===== config.mk =====
export PLATFORM = sky130hd
export DESIGN_NAME = pipe_skid_stage
export DESIGN_NICKNAME = d
export VERILOG_FILES = /design/src/rtl/pipe_pkg.sv /design/src/rtl/pipe_entry_reg.sv /design/src/rtl/pipe_skid_stage.sv
export SDC_FILE = /design/constraint.sdc
export NUM_CORES = 1
export LEC_CHECK = 0
export CORE_ASPECT_RATIO = 1.4
export CORE_MARGIN = 2
export CORE_UTILIZATION = 51
export CTS_CLUSTER_SIZE = 16
export DETAILED_ROUTE_END_ITERATION = 6
export PLACE_DENSITY = 0.81
export SLEW_MARGIN = 20
export SYNTH_ARGS = -nofsm -noshare
export SYNTH_HDL_FRONTEND = slang
export SYNTH_SLANG_ARGS = --single-unit

===== constraint.sdc =====
create_clock -name clk_i -period 5.8 [get_ports clk_i]
set_input_delay 1.16 -clock clk_i [delete_from_list [all_inputs] [get_ports clk_i]]
set_output_delay 1.16 -clock clk_i [all_outputs]
set_load 0.02 [all_outputs]

===== src/rtl/pipe_pkg.sv =====
`default_nettype none
// ============================================================================
//  Module      : pipe_pkg
//  Description : Shared state encoding and bubble constant for pipeline stages.
//  Revision    : 1.0  initial release
// ============================================================================
package pipe_pkg;

  typedef enum logic [1:0] {
    PS_EMPTY = 2'd0,
    PS_ONE   = 2'd1,
    PS_TWO   = 2'd2
  } pipe_state_t;

  // A control bundle made entirely of this bit value marks a bubble.
  localparam logic CTRL_BUBBLE = '0;

endpackage
`default_nettype wire


===== src/rtl/pipe_entry_reg.sv =====
`default_nettype none
// ============================================================================
//  Module      : pipe_entry_reg
//  Description : One valid+ctrl+data holding register with load and clear.
//  Revision    : 1.0  initial release
// ============================================================================
module pipe_entry_reg
  import pipe_pkg::*;
#(
  parameter int DATA_W     = 64,
  parameter int CTRL_W     = 8,
  parameter int CLEAR_DATA = 1
) (
  input  logic              clk,
  input  logic              rst,
  input  logic              i_load,
  input  logic              i_clear,
  input  logic [CTRL_W-1:0] i_ctrl,
  input  logic [DATA_W-1:0] i_data,
  output logic              o_valid,
  output logic [CTRL_W-1:0] o_ctrl,
  output logic [DATA_W-1:0] o_data
);

  logic              r_valid;
  logic [CTRL_W-1:0] r_ctrl;
  logic [DATA_W-1:0] r_data;

  // Clear wins over load so a squash can never leave a live entry behind.
  always_ff @(posedge clk or posedge rst) begin
    if (rst) begin
      r_valid <= 1'b0;
      r_ctrl  <= {CTRL_W{CTRL_BUBBLE}};
      r_data  <= '0;
    end else if (i_clear) begin
      r_valid <= 1'b0;
      r_ctrl  <= {CTRL_W{CTRL_BUBBLE}};
      if (CLEAR_DATA != 0) begin
        r_data <= '0;
      end
    end else if (i_load) begin
      r_valid <= 1'b1;
      r_ctrl  <= i_ctrl;
      r_data  <= i_data;
    end
  end

  assign o_valid = r_valid;
  assign o_ctrl  = r_ctrl;
  assign o_data  = r_data;

endmodule
`default_nettype wire


===== src/rtl/pipe_skid_stage.sv =====
`default_nettype none
// ============================================================================
//  Module      : pipe_skid_stage
//  Description : Valid/ready pipeline stage register with a 2-entry skid buffer.
//  Revision    : 1.0  initial release
// ============================================================================
module pipe_skid_stage
  import pipe_pkg::*;
#(
  parameter int DATA_W     = 64,
  parameter int CTRL_W     = 8,
  parameter int CLEAR_DATA = 1
) (
  input  logic              clk_i,
  input  logic              rst_i,
  input  logic              start_i,
  input  logic              flush_i,
  input  logic              in_valid_i,
  output logic              in_ready_o,
  input  logic [CTRL_W-1:0] in_ctrl_i,
  input  logic [DATA_W-1:0] in_data_i,
  output logic              out_valid_o,
  input  logic              out_ready_i,
  output logic [CTRL_W-1:0] out_ctrl_o,
  output logic [DATA_W-1:0] out_data_o,
  output logic [1:0]        occupancy_o
);

  localparam logic [1:0] S_EMPTY = PS_EMPTY;
  localparam logic [1:0] S_ONE   = PS_ONE;
  localparam logic [1:0] S_TWO   = PS_TWO;

  logic [1:0]        r_state;
  logic [1:0]        w_state_nxt;
  logic              w_accept;
  logic              w_drain;
  logic              w_main_load;
  logic              w_main_clear;
  logic              w_main_from_skid;
  logic              w_skid_load;
  logic              w_skid_clear;
  logic [CTRL_W-1:0] w_main_ctrl_d;
  logic [DATA_W-1:0] w_main_data_d;
  logic              w_main_valid;
  logic [CTRL_W-1:0] w_main_ctrl;
  logic [DATA_W-1:0] w_main_data;
  logic              w_skid_valid;
  logic [CTRL_W-1:0] w_skid_ctrl;
  logic [DATA_W-1:0] w_skid_data;

  // Ready depends on state alone so back-pressure never forms a comb loop.
  assign in_ready_o = (r_state != S_TWO);
  assign w_accept   = in_valid_i & in_ready_o;
  assign w_drain    = w_main_valid & out_ready_i;

  always_comb begin
    w_state_nxt      = r_state;
    w_main_load      = 1'b0;
    w_main_clear     = 1'b0;
    w_main_from_skid = 1'b0;
    w_skid_load      = 1'b0;
    w_skid_clear     = 1'b0;
    if (!start_i || flush_i) begin
      w_state_nxt  = S_EMPTY;
      w_main_clear = 1'b1;
      w_skid_clear = 1'b1;
    end else begin
      case (r_state)
        S_EMPTY: begin
          if (w_accept) begin
            w_state_nxt = S_ONE;
            w_main_load = 1'b1;
          end
        end
        S_ONE: begin
          if (w_accept && w_drain) begin
            w_main_load = 1'b1;
          end else if (w_accept) begin
            w_state_nxt = S_TWO;
            w_skid_load = 1'b1;
          end else if (w_drain) begin
            w_state_nxt  = S_EMPTY;
            w_main_clear = 1'b1;
          end
        end
        S_TWO: begin
          if (w_drain) begin
            w_state_nxt      = S_ONE;
            w_main_load      = 1'b1;
            w_main_from_skid = 1'b1;
            w_skid_clear     = 1'b1;
          end
        end
        default: begin
          w_state_nxt  = S_EMPTY;
          w_main_clear = 1'b1;
          w_skid_clear = 1'b1;
        end
      endcase
    end
  end

  assign w_main_ctrl_d = w_main_from_skid ? w_skid_ctrl : in_ctrl_i;
  assign w_main_data_d = w_main_from_skid ? w_skid_data : in_data_i;

  always_ff @(posedge clk_i or posedge rst_i) begin
    if (rst_i) begin
      r_state <= S_EMPTY;
    end else begin
      r_state <= w_state_nxt;
    end
  end

  pipe_entry_reg #(
    .DATA_W     (DATA_W),
    .CTRL_W     (CTRL_W),
    .CLEAR_DATA (CLEAR_DATA)
  ) u_main (
    .clk     (clk_i),
    .rst     (rst_i),
    .i_load  (w_main_load),
    .i_clear (w_main_clear),
    .i_ctrl  (w_main_ctrl_d),
    .i_data  (w_main_data_d),
    .o_valid (w_main_valid),
    .o_ctrl  (w_main_ctrl),
    .o_data  (w_main_data)
  );

  pipe_entry_reg #(
    .DATA_W     (DATA_W),
    .CTRL_W     (CTRL_W),
    .CLEAR_DATA (CLEAR_DATA)
  ) u_skid (
    .clk     (clk_i),
    .rst     (rst_i),
    .i_load  (w_skid_load),
    .i_clear (w_skid_clear),
    .i_ctrl  (in_ctrl_i),
    .i_data  (in_data_i),
    .o_valid (w_skid_valid),
    .o_ctrl  (w_skid_ctrl),
    .o_data  (w_skid_data)
  );

  // Skid valid is implied by the TWO state; the flag itself is not needed.
  logic w_unused;
  assign w_unused = w_skid_valid;

  assign out_valid_o = w_main_valid;
  assign out_ctrl_o  = w_main_valid ? w_main_ctrl : {CTRL_W{CTRL_BUBBLE}};
  assign out_data_o  = w_main_data;
  assign occupancy_o = r_state;

endmodule
`default_nettype wire


# After elaboration in Yosys (flattened, before gate mapping)
# Cells that the tools add are included.
classes:
  eq_ne: 7
  n_mux: 36
  n_bitwise: 2
  n_reduce_logical: 9
op_table:
  columns: ["cell", "count"]
  rows:
  - ["two-way mux 64 bit", 5]
  - ["two-way mux 8 bit", 6]
  - ["two-way mux 1 bit", 15]
  - ["two-way mux 2 bit", 6]
  - ["!= test 3 bit, second input constant", 3]
  - ["case mux 2 bit (3 select lines)", 1]
  - ["!= test 4 bit, second input constant", 1]
  - ["case mux 1 bit (2 select lines)", 2]
  - ["AND reduction 4 bit", 1]
  - ["nonzero test 2 bit", 2]
  - ["OR reduction 2 bit", 2]
  - ["case mux 1 bit (3 select lines)", 1]
  - ["bitwise AND 1 bit", 2]
  - ["== test 2 x 1 -> 1 bit, second input constant", 1]
  - ["== test 2 bit, second input constant", 1]
  - ["logical NOT 2 bit", 1]
  - ["!= test 2 bit, second input constant", 1]
  - ["logical AND 1 bit", 1]
  - ["logical NOT 1 bit", 1]
  - ["logical OR 1 bit", 1]
word_totals:
  reg_bits: 147
  input_bits: 78
  out_inout_bits: 76
  elab_cells: 60

# Logic depth before layout (Yosys ltp)
depth:
  depth_word: 8
  depth_mapped: 6

# Modules after synthesis
# Synthesis repeated with hierarchy kept, for this count alone.
unflattened:
  hier_cells: 586
  area_unflattened_um2: 7184.4
by_module_without_submodules:
  columns: ["mod", "n_inst", "cells_per_inst", "area_each_um2", "seq_area_each_um2"]
  rows:
  - ["pipe_entry_reg", 2, 236, 3021.6, 1826.8]
  - ["pipe_skid_stage", 1, 114, 1141.1, 50.0]

# Worst setup path after synthesis
# No wires, ideal clock.
synth_path:
  path_type: "input to register"
  from: "in flush_i"
  to: "reg u_main.r_ctrl[0] (netlist: u_main.o_ctrl[0])"
  setup_time_ns: 0.126
  arrival_ns: 2.142
  t_required_ns: 5.674
  slack_ns: 3.532
  stages: 6
  n_path_buf: 2
  cell_sequence: "nand2b_1 > nor3_2 > buf_6 > buf_8 > mux2i_1 > o2bb2ai_2"
synth_via:
  elab_chain_cells: 5
synth_lines:
  columns: ["item", "line_no", "source"]
  rows:
  - ["start: declaration", "pipe_skid_stage.sv:17", "input logic flush_i,"]
  - ["logical OR 1 bit (*)", "pipe_skid_stage.sv:63", "if (!start_i || flush_i) begin"]
  - ["two-way mux 1 bit", "pipe_skid_stage.sv:63", null]
  - ["two-way mux 8 bit", "pipe_skid_stage.sv:103", "assign w_main_ctrl_d = w_main_from_skid ? w_skid_ctrl : in_ctrl_i;"]
  - ["two-way mux 8 bit", "pipe_entry_reg.sv:41", "end else if (i_load) begin"]
  - ["two-way mux 8 bit", "pipe_entry_reg.sv:35", "end else if (i_clear) begin"]
  - ["end signal: assignment", "pipe_entry_reg.sv:33", "r_ctrl <= {CTRL_W{CTRL_BUBBLE}};"]
  - ["end signal: assignment", "pipe_entry_reg.sv:37", "r_ctrl <= {CTRL_W{CTRL_BUBBLE}};"]
  - ["end signal: assignment", "pipe_entry_reg.sv:43", "r_ctrl <= i_ctrl;"]
  - ["end: declaration", "pipe_entry_reg.sv:26", "logic [CTRL_W-1:0] r_ctrl;"]
# Mark *: on every way between the ends. The rest lies on a longest branch, timed or not. The select of a mux whose other input is x is not followed.
# A chain may end at the register's enable or synchronous reset.

# Worst setup path after layout
layout_path:
  from: "in start_i"
  to: "reg u_skid.r_data[42] (netlist: u_skid.o_data[42])"
layout_via:
  elab_chain_cells: 4
layout_lines:
  columns: ["item", "line_no", "source"]
  rows:
  - ["start: declaration", "pipe_skid_stage.sv:16", "input logic start_i,"]
  - ["logical NOT 1 bit (*)", "pipe_skid_stage.sv:63", null]
  - ["logical OR 1 bit (*)", "pipe_skid_stage.sv:63", null]
  - ["two-way mux 1 bit", "pipe_skid_stage.sv:63", null]
  - ["two-way mux 64 bit or nonzero test 2 bit (tied branches)", null, null]
  - ["end signal: assignment", "pipe_entry_reg.sv:44", "r_data <= i_data;"]
  - ["end: declaration", "pipe_entry_reg.sv:27", "logic [DATA_W-1:0] r_data;"]
# Mark *: on every way between the ends. The rest lies on a longest branch, timed or not.

==> results by group <==
Worst setup path
  – Crit path cell chain: clkdlybuf4s50_1 > nor2b_1 > and3_2 > buf_4 > nand2_1 > a21oi_1
  – Delay of the slowest cell on the worst path: 0.79 ns
  – Data arrival time of the worst path: 3.67 ns
  – Crit end category: flip-flop
  – Data required time of the critical path: 6.12 ns
  – Category of cells accounting for the largest share of critical-path delay: simple AND/OR/NAND/NOR gates
  – Slowest cell on the critical path: sky130_fd_sc_hd__and3_2
  – Critical Path Source Type: input pin
  – Worst path bufs/invs: 2
  – Type of the setup path with the least slack: input pin to flip-flop
  – CP Max Fanout: 38

Final layout
  – Final Non-Filler Cells: 920
  – Growth of design area from synthesis to finish: 30.4%
  – Fillcell total: 996
  – Final net count: 804
  – Proportion of layout cells with a drive suffix above 1: 16.0%

STA
  – Worst-margin pin slew: 0.887 ns
  – Number of hold violations in the final report: 0
  – Share of the cycle needed by the critical path after routing: 57.6%
  – Max-slew headroom: 40.8%
  – Worst hold margin: 0.490 ns
  – Max Freq: 299 MHz
  – Aggregate negative setup slack: 0 ns
  – Number of pins exceeding their max-slew limit in the final report: 0
  – RSZ-0062 raised after global routing: no
  – Clock period minus final worst setup slack: 3.34 ns
  – Final worst-path setup slack: 2.46 ns
  – Final setup viols: 0
  – Max Clock Skew: 0.00807 ns

Routing
  – Total via count after detailed routing: 5,055
  – Per-cell routed wire length: 18.0 um
  – Initial DRC count: 212
  – Average vias per placed instance: 5.49
  – ANT nets after route: 0
  – Post-detailed-routing wire length: 16,500 um
  – Iteration count of the initial detailed-routing pass: 5
  – DRC errors left: 0

Yosys
  – Most area-consuming cells after synthesis: sky130_fd_sc_hd__dfrtp_1, sky130_fd_sc_hd__o2bb2ai_2, sky130_fd_sc_hd__mux2i_1
  – Count of distinct cell types in the synthesized netlist: 30
  – Register area share after synthesis: 53.2%
  – Post-synthesis instance area: 6920 um^2
  – Cell type contributing the most total cell area after synthesis: sky130_fd_sc_hd__dfrtp_1
  – Main synth FF type: sky130_fd_sc_hd__dfrtp_1
  – Average footprint of a synthesized cell: 11.7 um^2
  – Asr flop ratio synth: 100%
  – Synthesis Warnings: 0
  – Fraction of post-synthesis cell area in the top cell type by area: 53.2%
  – Number of enable flip-flop cells after synthesis: 0
  – Post-synthesis instance total: 590
  – Number of register bits inferred by synthesis: 147
  – Most frequent cells after synthesis: sky130_fd_sc_hd__dfrtp_1, sky130_fd_sc_hd__nand2_1, sky130_fd_sc_hd__a21oi_1
  – Nets in the synthesized netlist: 668

CTS
  – Clock Sinks: 147
  – Post-CTS Hold Buffers: 0
  – Insertion delay to the later sink of the worst-skew pair: 0.41 ns
  – Clock-pin slew reported for the worst setup and hold paths after clock tree synthesis: 0.06 ns
  – Maximum level of the CTS H-tree: 4
  – CTS Root Cell: sky130_fd_sc_hd__clkbuf_16
  – Number of buffers between clock root and the deepest sink: 2
  – Setup repair bufs after CTS: 0
  – # resized after CTS: 0
  – Number of buffers inserted during clock tree synthesis: 17
  – CTS tree: yes

GRT
  – Total congestion overflow: 0
  – Number of antenna violations at the first check in global routing: 0
  – Maximum number of pins on one net before global-route repair: 102
  – Wire length of the first global-routing pass: 26,700 um
  – Via count of the first global-routing pass: 5,418
  – GRT Overall Usage: 23.4%

Die
  – I/O pin total: 154
  – Die area: 14,500 um^2
  – Std cell rows: 50
  – Die boundary height: 142 um
  – Initial core utilization: 51.9%
  – Core Footprint: 13,300 um^2
  – Horizontal die dimension: 102 um

Run
  – Max_cap viols: 0

Power and ir drop
  – Static leakage power: 0.00354 uW
  – Power density over the cells: 256 nW/um^2
  – Worst IR drop on VDD: 0.000163 V
  – Final Power: 2310 uW

Placement
  – Count of placed standard cells including taps: 889
  – Detail Placement HPWL: 10,400 um
  – Worst slack at placement: 2.03 ns
  – Gpl congestion: 0.844
  – Total of buffers placed on input and output ports: 153

Run status
  – Status: completed

Worst hold path
  – Type of the worst min-delay path: flip-flop to flip-flop
-- per-stage QoR --
step           utilization, %  area [um^2]
5_1_grt                  67.7         9020
6_report                 67.7         9020
3_3_place_gp             63.5         8470
2_1_floorplan               -         6920
4_1_cts                  67.7         9020
3_5_place_dp             63.5         8470
-- path summary, 6_finish.rpt --
path                       cells after the start                end              from  slack [ns]
max reg2reg                                    5  u_main.o_data[52]    u_main.o_valid        3.23
max in group asynchronous                      3  u_main.o_data[48]             rst_i        3.30
max                                            6  u_skid.o_data[42]           start_i        2.46
min reg2reg                                    1   u_main.o_ctrl[7]  u_main.o_ctrl[7]        0.49
min                                            1   u_main.o_ctrl[7]  u_main.o_ctrl[7]        0.49
min in group asynchronous                      2  u_skid.o_data[23]             rst_i        1.33
-- report_power, final --
part           switching [uW]  internal (uW)  total [uW]
logic                     124            103         227
registers                17.5           1040        1060
clock network             408            617        1020
-- cell type report --
class	count	area (um^2)	area share (%)
Tap cell	182	228	2.52
Multi-Input combinational cell	394	2940	32.6
Clock inverter	9	82.6	0.915
Antenna cell	1	2.50	0.0277
Inverter	4	20.0	0.222
Timing Repair Buffer	162	1600	17.7
Sequential cell	147	3680	40.8
Clock buffer	21	470	5.21
-- worst register-to-register path, cell delays in order (launching register included) --
cell                        delay [ns]
sky130_fd_sc_hd__dfrtp_1          0.63
sky130_fd_sc_hd__a21boi_2         0.17
sky130_fd_sc_hd__o32ai_1          0.42
sky130_fd_sc_hd__nand2_4          0.51
sky130_fd_sc_hd__buf_4            0.52
sky130_fd_sc_hd__o2bb2ai_2        0.23
-- cells in the final DEF (no fill, tap or decap), types with 2 or more instances in the layout --
master,count
sky130_fd_sc_hd__o2bb2ai_2,70
sky130_fd_sc_hd__inv_1,2
sky130_fd_sc_hd__o2bb2ai_1,2
sky130_fd_sc_hd__clkinv_4,2
sky130_fd_sc_hd__dfrtp_1,147
sky130_fd_sc_hd__nor2b_1,2
sky130_fd_sc_hd__a21oi_1,75
sky130_fd_sc_hd__buf_4,9
sky130_fd_sc_hd__clkinvlp_4,2
sky130_fd_sc_hd__and2_1,9
sky130_fd_sc_hd__clkbuf_8,3
sky130_fd_sc_hd__clkinv_2,4
sky130_fd_sc_hd__mux2i_1,73
sky130_fd_sc_hd__nor2_1,2
sky130_fd_sc_hd__clkbuf_16,17
sky130_fd_sc_hd__clkdlybuf4s50_1,153
sky130_fd_sc_hd__nand2_1,146
-- flip-flops by register name, summed over array words and instances (netlist names) --
name / count
u_skid.o_ctrl: 8
u_main.o_ctrl: 8
u_skid.o_data: 64
occupancy_o: 2
u_main.o_valid: 1
u_main.o_data: 64
-- logic make-up after synthesis --
logic type             Yosys count  share of synthesized area (%)
AOI/OAI and AO/OA              154                           21.7
buffers and inverters           49                           4.72
DFF                            147                           53.2
muxes                           73                           10.6
and+or+nand+nor                167                           9.84
-- routing by layer --
layer  routed length (um)  up-vias  track usage, %
met5                    0        -               0
met4                  265        0            8.84
met1                 6920     2537            31.1
li1                     -     2339               -
met2                 8630      156            38.4
met3                  708       23            3.69
Power figures use the tool's default switching activity.
